File: src/rtl/dram_arbiter_if.sv
// dram_arbiter_if: per-master request, grant and read-return bundle between the GPU masters and dram_arbiter
interface dram_arbiter_if #(
  parameter int NUM_MASTERS = 3,
  parameter int ADDR_WIDTH = 32,
  parameter int DATA_WIDTH = 32
);
  logic [NUM_MASTERS-1:0] i_req;
  logic [NUM_MASTERS-1:0] i_we;
  logic [NUM_MASTERS-1:0] i_last;
  logic [NUM_MASTERS-1:0][ADDR_WIDTH-1:0] i_addr;
  logic [NUM_MASTERS-1:0][DATA_WIDTH-1:0] i_wdata;
  logic [NUM_MASTERS-1:0] o_gnt;
  logic [NUM_MASTERS-1:0] o_ack;
  logic [NUM_MASTERS-1:0] o_rvalid;
  logic [DATA_WIDTH-1:0] o_rdata;
  modport master (
    output i_req, i_we, i_last, i_addr, i_wdata,
    input  o_gnt, o_ack, o_rvalid, o_rdata
  );
  modport slave (
    input  i_req, i_we, i_last, i_addr, i_wdata,
    output o_gnt, o_ack, o_rvalid, o_rdata
  );
endinterface

File: src/rtl/dram_arbiter.sv
// dram_arbiter: round-robin burst arbiter onto one DRAM port with fixed-latency read-return routing
module dram_arbiter #(
  parameter int NUM_MASTERS = 3,
  parameter int ADDR_WIDTH = 32,
  parameter int DATA_WIDTH = 32,
  parameter int MAX_BURST = 16,
  parameter int RD_LATENCY = 1
) (
  input  logic clk,
  input  logic rst,
  dram_arbiter_if.slave m,
  output logic o_busy,
  output logic o_dram_en,
  output logic o_dram_we,
  output logic [ADDR_WIDTH-1:0] o_dram_addr,
  output logic [DATA_WIDTH-1:0] o_dram_wdata,
  input  logic [DATA_WIDTH-1:0] i_dram_rdata
);
  localparam int IW = NUM_MASTERS > 1 ? $clog2(NUM_MASTERS) : 1;
  localparam int CW = $clog2(MAX_BURST + 1);
  typedef enum logic {IDLE, BURST} state_t;
  state_t r_state, w_next;
  logic [NUM_MASTERS-1:0] r_gnt;
  logic [IW-1:0] r_ptr, r_gidx, w_sel, w_idx;
  logic [CW-1:0] r_cnt;
  logic [RD_LATENCY-1:0] r_tv;
  logic [RD_LATENCY-1:0][IW-1:0] r_tid;
  logic w_beat, w_rel;
  always_comb begin
    w_sel = r_ptr;
    w_idx = '0;
    for (int k = NUM_MASTERS - 1; k >= 0; k--) begin
      w_idx = IW'((int'(r_ptr) + k) % NUM_MASTERS);
      if (m.i_req[w_idx]) w_sel = w_idx;
    end
  end
  assign w_beat = !rst && r_state == BURST && m.i_req[r_gidx];
  assign w_rel = r_state == BURST && (!m.i_req[r_gidx] || m.i_last[r_gidx] || r_cnt == CW'(MAX_BURST - 1));
  assign w_next = r_state == IDLE ? (|m.i_req ? BURST : IDLE) : (w_rel ? IDLE : BURST);
  assign m.o_gnt = r_gnt;
  assign m.o_ack = w_beat ? r_gnt : '0;
  assign o_dram_en = w_beat;
  assign o_dram_we = w_beat & m.i_we[r_gidx];
  assign o_dram_addr = w_beat ? m.i_addr[r_gidx] : '0;
  assign o_dram_wdata = w_beat ? m.i_wdata[r_gidx] : '0;
  assign m.o_rvalid = !rst && r_tv[RD_LATENCY-1] ? NUM_MASTERS'(1) << r_tid[RD_LATENCY-1] : '0;
  assign m.o_rdata = i_dram_rdata;
  assign o_busy = !rst && (r_state == BURST || |r_tv);
  always_ff @(posedge clk)
    if (rst) begin
      r_state <= IDLE;
      r_gnt <= '0;
      r_ptr <= '0;
      r_gidx <= '0;
      r_cnt <= '0;
      r_tv <= '0;
      r_tid <= '0;
    end else begin
      r_state <= w_next;
      if (r_state == IDLE && |m.i_req) begin
        r_gnt <= NUM_MASTERS'(1) << w_sel;
        r_gidx <= w_sel;
        r_cnt <= '0;
      end else if (w_rel) begin
        r_gnt <= '0;
        r_ptr <= r_gidx == IW'(NUM_MASTERS - 1) ? '0 : r_gidx + IW'(1);
      end
      if (w_beat) r_cnt <= r_cnt + CW'(1);
      r_tv[0] <= w_beat && !m.i_we[r_gidx];
      r_tid[0] <= r_gidx;
      for (int k = 1; k < RD_LATENCY; k++) begin
        r_tv[k] <= r_tv[k-1];
        r_tid[k] <= r_tid[k-1];
      end
    end
endmodule

File: src/flat_wrapper.sv
// flat-port wrapper written by rule: the top's interface ports become plain ports
module dram_arbiter_flat 
#(
  parameter int NUM_MASTERS = 3,
  parameter int ADDR_WIDTH = 32,
  parameter int DATA_WIDTH = 32,
  parameter int MAX_BURST = 16,
  parameter int RD_LATENCY = 1
)
  (clk, rst, o_busy, o_dram_en, o_dram_we, o_dram_addr, o_dram_wdata, i_dram_rdata, m_i_req, m_i_we, m_i_last, m_i_addr, m_i_wdata, m_o_gnt, m_o_ack, m_o_rvalid, m_o_rdata);
  dram_arbiter_if #(.NUM_MASTERS(NUM_MASTERS), .ADDR_WIDTH(ADDR_WIDTH), .DATA_WIDTH(DATA_WIDTH)) m_i ();
  input  logic clk;
  input  logic rst;
  output logic o_busy;
  output logic o_dram_en;
  output logic o_dram_we;
  output logic [ADDR_WIDTH-1:0] o_dram_addr;
  output logic [DATA_WIDTH-1:0] o_dram_wdata;
  input  logic [DATA_WIDTH-1:0] i_dram_rdata;
  input wire logic [$bits(m_i.i_req)-1:0] m_i_req;
  input wire logic [$bits(m_i.i_we)-1:0] m_i_we;
  input wire logic [$bits(m_i.i_last)-1:0] m_i_last;
  input wire logic [$bits(m_i.i_addr)-1:0] m_i_addr;
  input wire logic [$bits(m_i.i_wdata)-1:0] m_i_wdata;
  output wire logic [$bits(m_i.o_gnt)-1:0] m_o_gnt;
  output wire logic [$bits(m_i.o_ack)-1:0] m_o_ack;
  output wire logic [$bits(m_i.o_rvalid)-1:0] m_o_rvalid;
  output wire logic [$bits(m_i.o_rdata)-1:0] m_o_rdata;
  assign m_i.i_req = m_i_req;
  assign m_i.i_we = m_i_we;
  assign m_i.i_last = m_i_last;
  assign m_i.i_addr = m_i_addr;
  assign m_i.i_wdata = m_i_wdata;
  assign m_o_gnt = m_i.o_gnt;
  assign m_o_ack = m_i.o_ack;
  assign m_o_rvalid = m_i.o_rvalid;
  assign m_o_rdata = m_i.o_rdata;
  dram_arbiter #(.NUM_MASTERS(NUM_MASTERS), .ADDR_WIDTH(ADDR_WIDTH), .DATA_WIDTH(DATA_WIDTH), .MAX_BURST(MAX_BURST), .RD_LATENCY(RD_LATENCY)) u_core (.clk(clk), .rst(rst), .m(m_i), .o_busy(o_busy), .o_dram_en(o_dram_en), .o_dram_we(o_dram_we), .o_dram_addr(o_dram_addr), .o_dram_wdata(o_dram_wdata), .i_dram_rdata(i_dram_rdata));
endmodule
File: config.mk
export PLATFORM = sky130hd
export DESIGN_NAME = dram_arbiter_flat
export DESIGN_NICKNAME = d
export VERILOG_FILES = /design/src/rtl/dram_arbiter_if.sv /design/src/rtl/dram_arbiter.sv /design/src/flat_wrapper.sv
export SDC_FILE = /design/constraint.sdc
export NUM_CORES = 1
export LEC_CHECK = 0
export ABC_AREA = 0
export BUFFER_PORTS_ARGS = -buffer_cell sky130_fd_sc_hd__buf_2
export CAP_MARGIN = 30
export CORE_AREA = 10 10 123 125
export CTS_BUF_LIST = sky130_fd_sc_hd__clkbuf_8
export DETAILED_ROUTE_END_ITERATION = 8
export DIE_AREA = 0 0 133 135
export PLACE_DENSITY = 0.59
export SYNTH_ARGS = -nofsm -noshare
export SYNTH_HDL_FRONTEND = slang
export SYNTH_SLANG_ARGS = --single-unit
File: constraint.sdc
create_clock -name clk -period 3 [get_ports clk]
set_clock_uncertainty 0.1 [all_clocks]
set_input_delay 0.15 -clock clk [delete_from_list [all_inputs] [get_ports clk]]
set_output_delay 0.15 -clock clk [all_outputs]
set_load 0.02 [all_outputs]
==> flow_metrics.tcl <==
set metrics [dict create \
    met2WireLength_mm 6.79 \
    grt_max_degree 70 \
    p_leak_nw 2.19 \
    worstMarginPinSlew_ps 739 \
    avgSynthCellArea_um2 6.36 \
    wl_per_cell_um 17.2 \
    critPathMaxStageDelay_ps 640 \
    dp.cells 829 \
    synth_commonest_cells "nor2_1, a21oi_1, mux2i_1, buf_4, buf_2" \
    hp-class "in2reg" \
    ir_drop_mv 0.147 \
    rows 41 \
    postCtsSetupBuffers 0 \
    die_x_um 133 \
    power.total_mw 1.28 \
    post-synth-top-count-cell "nor2_1" \
    cts_tree "built" \
    synthTopCellsByArea "mux2i_1, nor2_1, a21oi_1" \
    path_max_fanout 26 \
    hold_slack_ps 158 \
    wl_met3_mm 1.62 \
    wl_mm 14.3 \
    start_kind "flop" \
    path_delay_family "simple AND/OR/NAND/NOR gates" \
    post_dp_cell_area_um2 4080 \
    max_slew_margin 0.508 \
    p_sw_frac 0.450 \
    grt_overflow 0 \
    p_switching_uw 575 \
    drc 0 \
    slowest_stage "or3b_2" \
    die_y_um 135 \
    startpoint "u_core.r_gidx[1]" \
    first_pass_iters 4 \
    vias_per_cell 4.55 \
    start_util 0.224 \
    synth_nets 683 \
    vias 3792 \
    grt_pass1_wl_mm 21.7 \
    htreeDepth 1 \
    hold_viol 0 \
    setup_viol 0 \
    maxCapViolations 0 \
    place_congestion 0.868 \
    hp-start "m_i_we[1]" \
    highest_layer "met5" \
    critPathBufInv 2 \
    die_area_um2 18000 \
    fmax_ghz 0.416 \
    arrival_ps 2150 \
    antenna_found_initial 1 \
    rsz0062_at_grt "no" \
    core_area_um2 12600 \
    critical_path_class "reg2out" \
    met1_length_mm 5.49 \
    grtUsageTotal 0.146 \
    synth_top_area_frac 0.252 \
    stdcell_area_um2 4130 \
    outcome "finished clean" \
    dp_hpwl_mm 11.8 \
    min_period_ps 2400 \
    ys_seq_elements 16 \
    powerDensity_nw_per_um2 309 \
    period_share 0.801 \
    grt_pass1_vias 3942 \
    cts_sinks 16 \
    pin_count 343 \
    port-buffer-count 278 \
    clockBufferDepth 2 \
    drive_gt1_frac 0.449 \
    synth-main-ff-cell "dfxtp_1" \
    synth_enable_flop_cells 0 \
    synthToLayoutAreaGrowth_pct 46.7 \
    comb_power_share 0.655 \
    syn_inst 443 \
    root_buffer "clkbuf_8" \
    n_antenna_cell 0 \
    tns_ps 0 \
    r2r_start "u_core.r_ptr[0]" \
    layout.nets 902 \
    power.internal_uw 702 \
    synth_cell_type_count 42 \
    cts_buffers 3 \
    cp-end-kind "primary output" \
    clkPwrFrac 0.151 \
    drt.antenna.violating_nets 0 \
    crit_required_ps 2750 \
    clk_pin_slew_ps 60 \
    clk-insertion-delay-late_ps 250 \
    p_seq_frac 0.194 \
    async_flop_share 0 \
    final_cells 833 \
    yosys_warnings 0 \
    syn_area_um2 2820 \
    drt_iter0_markers 139 \
    post_cts_resize_count 0 \
    drv_slew 0 \
    hold_buffers 0 \
    synth_seq_area_share 0.114 \
    crit_chain "mux2i_1 > a2bb2oi_1 > or3b_2 > buf_4 > nor2_1 > buf_2" \
    yosysTopAreaCell "mux2i_1" \
]
[final timing paths]
path / end / slack [ps] / cells after the start
max reg2reg: u_core.m.o_gnt[1] / 640 / 7
min: u_core.r_tv / 160 / 3
min reg2reg: u_core.r_cnt[4] / 370 / 2
max: o_dram_we / 600 / 6
[area by class of cell]
cell class | instances | area (um2)
Clock buffer | 4 | 55.1
Fill cell | 1450 | 8440
Timing Repair Buffer | 284 | 1450
Multi-Input combinational cell | 348 | 2050
Sequential cell | 16 | 325
Inverter | 9 | 33.8
Tap cell | 172 | 215
[registers in the layout (all words and copies together) (netlist names)]
| register | cells |
|---|---|
| u_core.r_state | 1 |
| u_core.r_tid | 2 |
| u_core.r_tv | 1 |
| u_core.r_cnt | 5 |
| u_core.r_ptr | 2 |
| u_core.m.o_gnt | 3 |
| u_core.r_gidx | 2 |
[cells by family after synthesis]
logic type      after synthesis  synth area share
mux                          71             0.252
flops                        16             0.114
simple gates                185             0.280
fa+ha+maj                     5            0.0222
buf+inv                      79             0.160
compound gates               87             0.172
[layer usage]
layer | vias up | global-route usage
met5 | - | 0
met4 | 2 | 0.0513
met3 | 32 | 0.0564
met2 | 234 | 0.249
met1 | 1621 | 0.162
li1 | 1903 | -
[per-stage QoR]
step	utilization	worst slack (ps)
2_1_floorplan	-	842
3_3_place_gp	0.324	695
3_5_place_dp	0.324	691
4_1_cts	0.329	562
5_1_grt	0.329	466
6_report	0.329	598
[placed cells by master, fill, tap and decap left out, drive strengths merged, types with 2 or more instances in the layout]
cell type,instances
a21oi,71
nor3,3
inv,9
nor4bb,2
ha,5
buf,284
mux2i,71
nand3,6
nor2b,5
nor4,2
nor2,144
a31o,2
or2,2
nand2,7
dfxtp,16
nand4b,2
or3,2
clkbuf,4
nand2b,4
o22ai,2
[worst min-delay path, delay by kind of cell]
kind	cells	cell delay (ps)
buffers and inverters	1	80
AO/OA/AOI/OAI	1	90
AND/OR/NAND/NOR	1	150
[power groups by stage]
stage	registers (mW)	logic, mW	clock network [mW]
global route	0.251	0.938	0.206
floorplan	0.251	0.615	0
CTS	0.248	0.848	0.198
finish	0.248	0.836	0.193
global placement	0.253	0.842	0
detailed placement	0.253	0.844	0
Power figures use the tool's default switching activity.
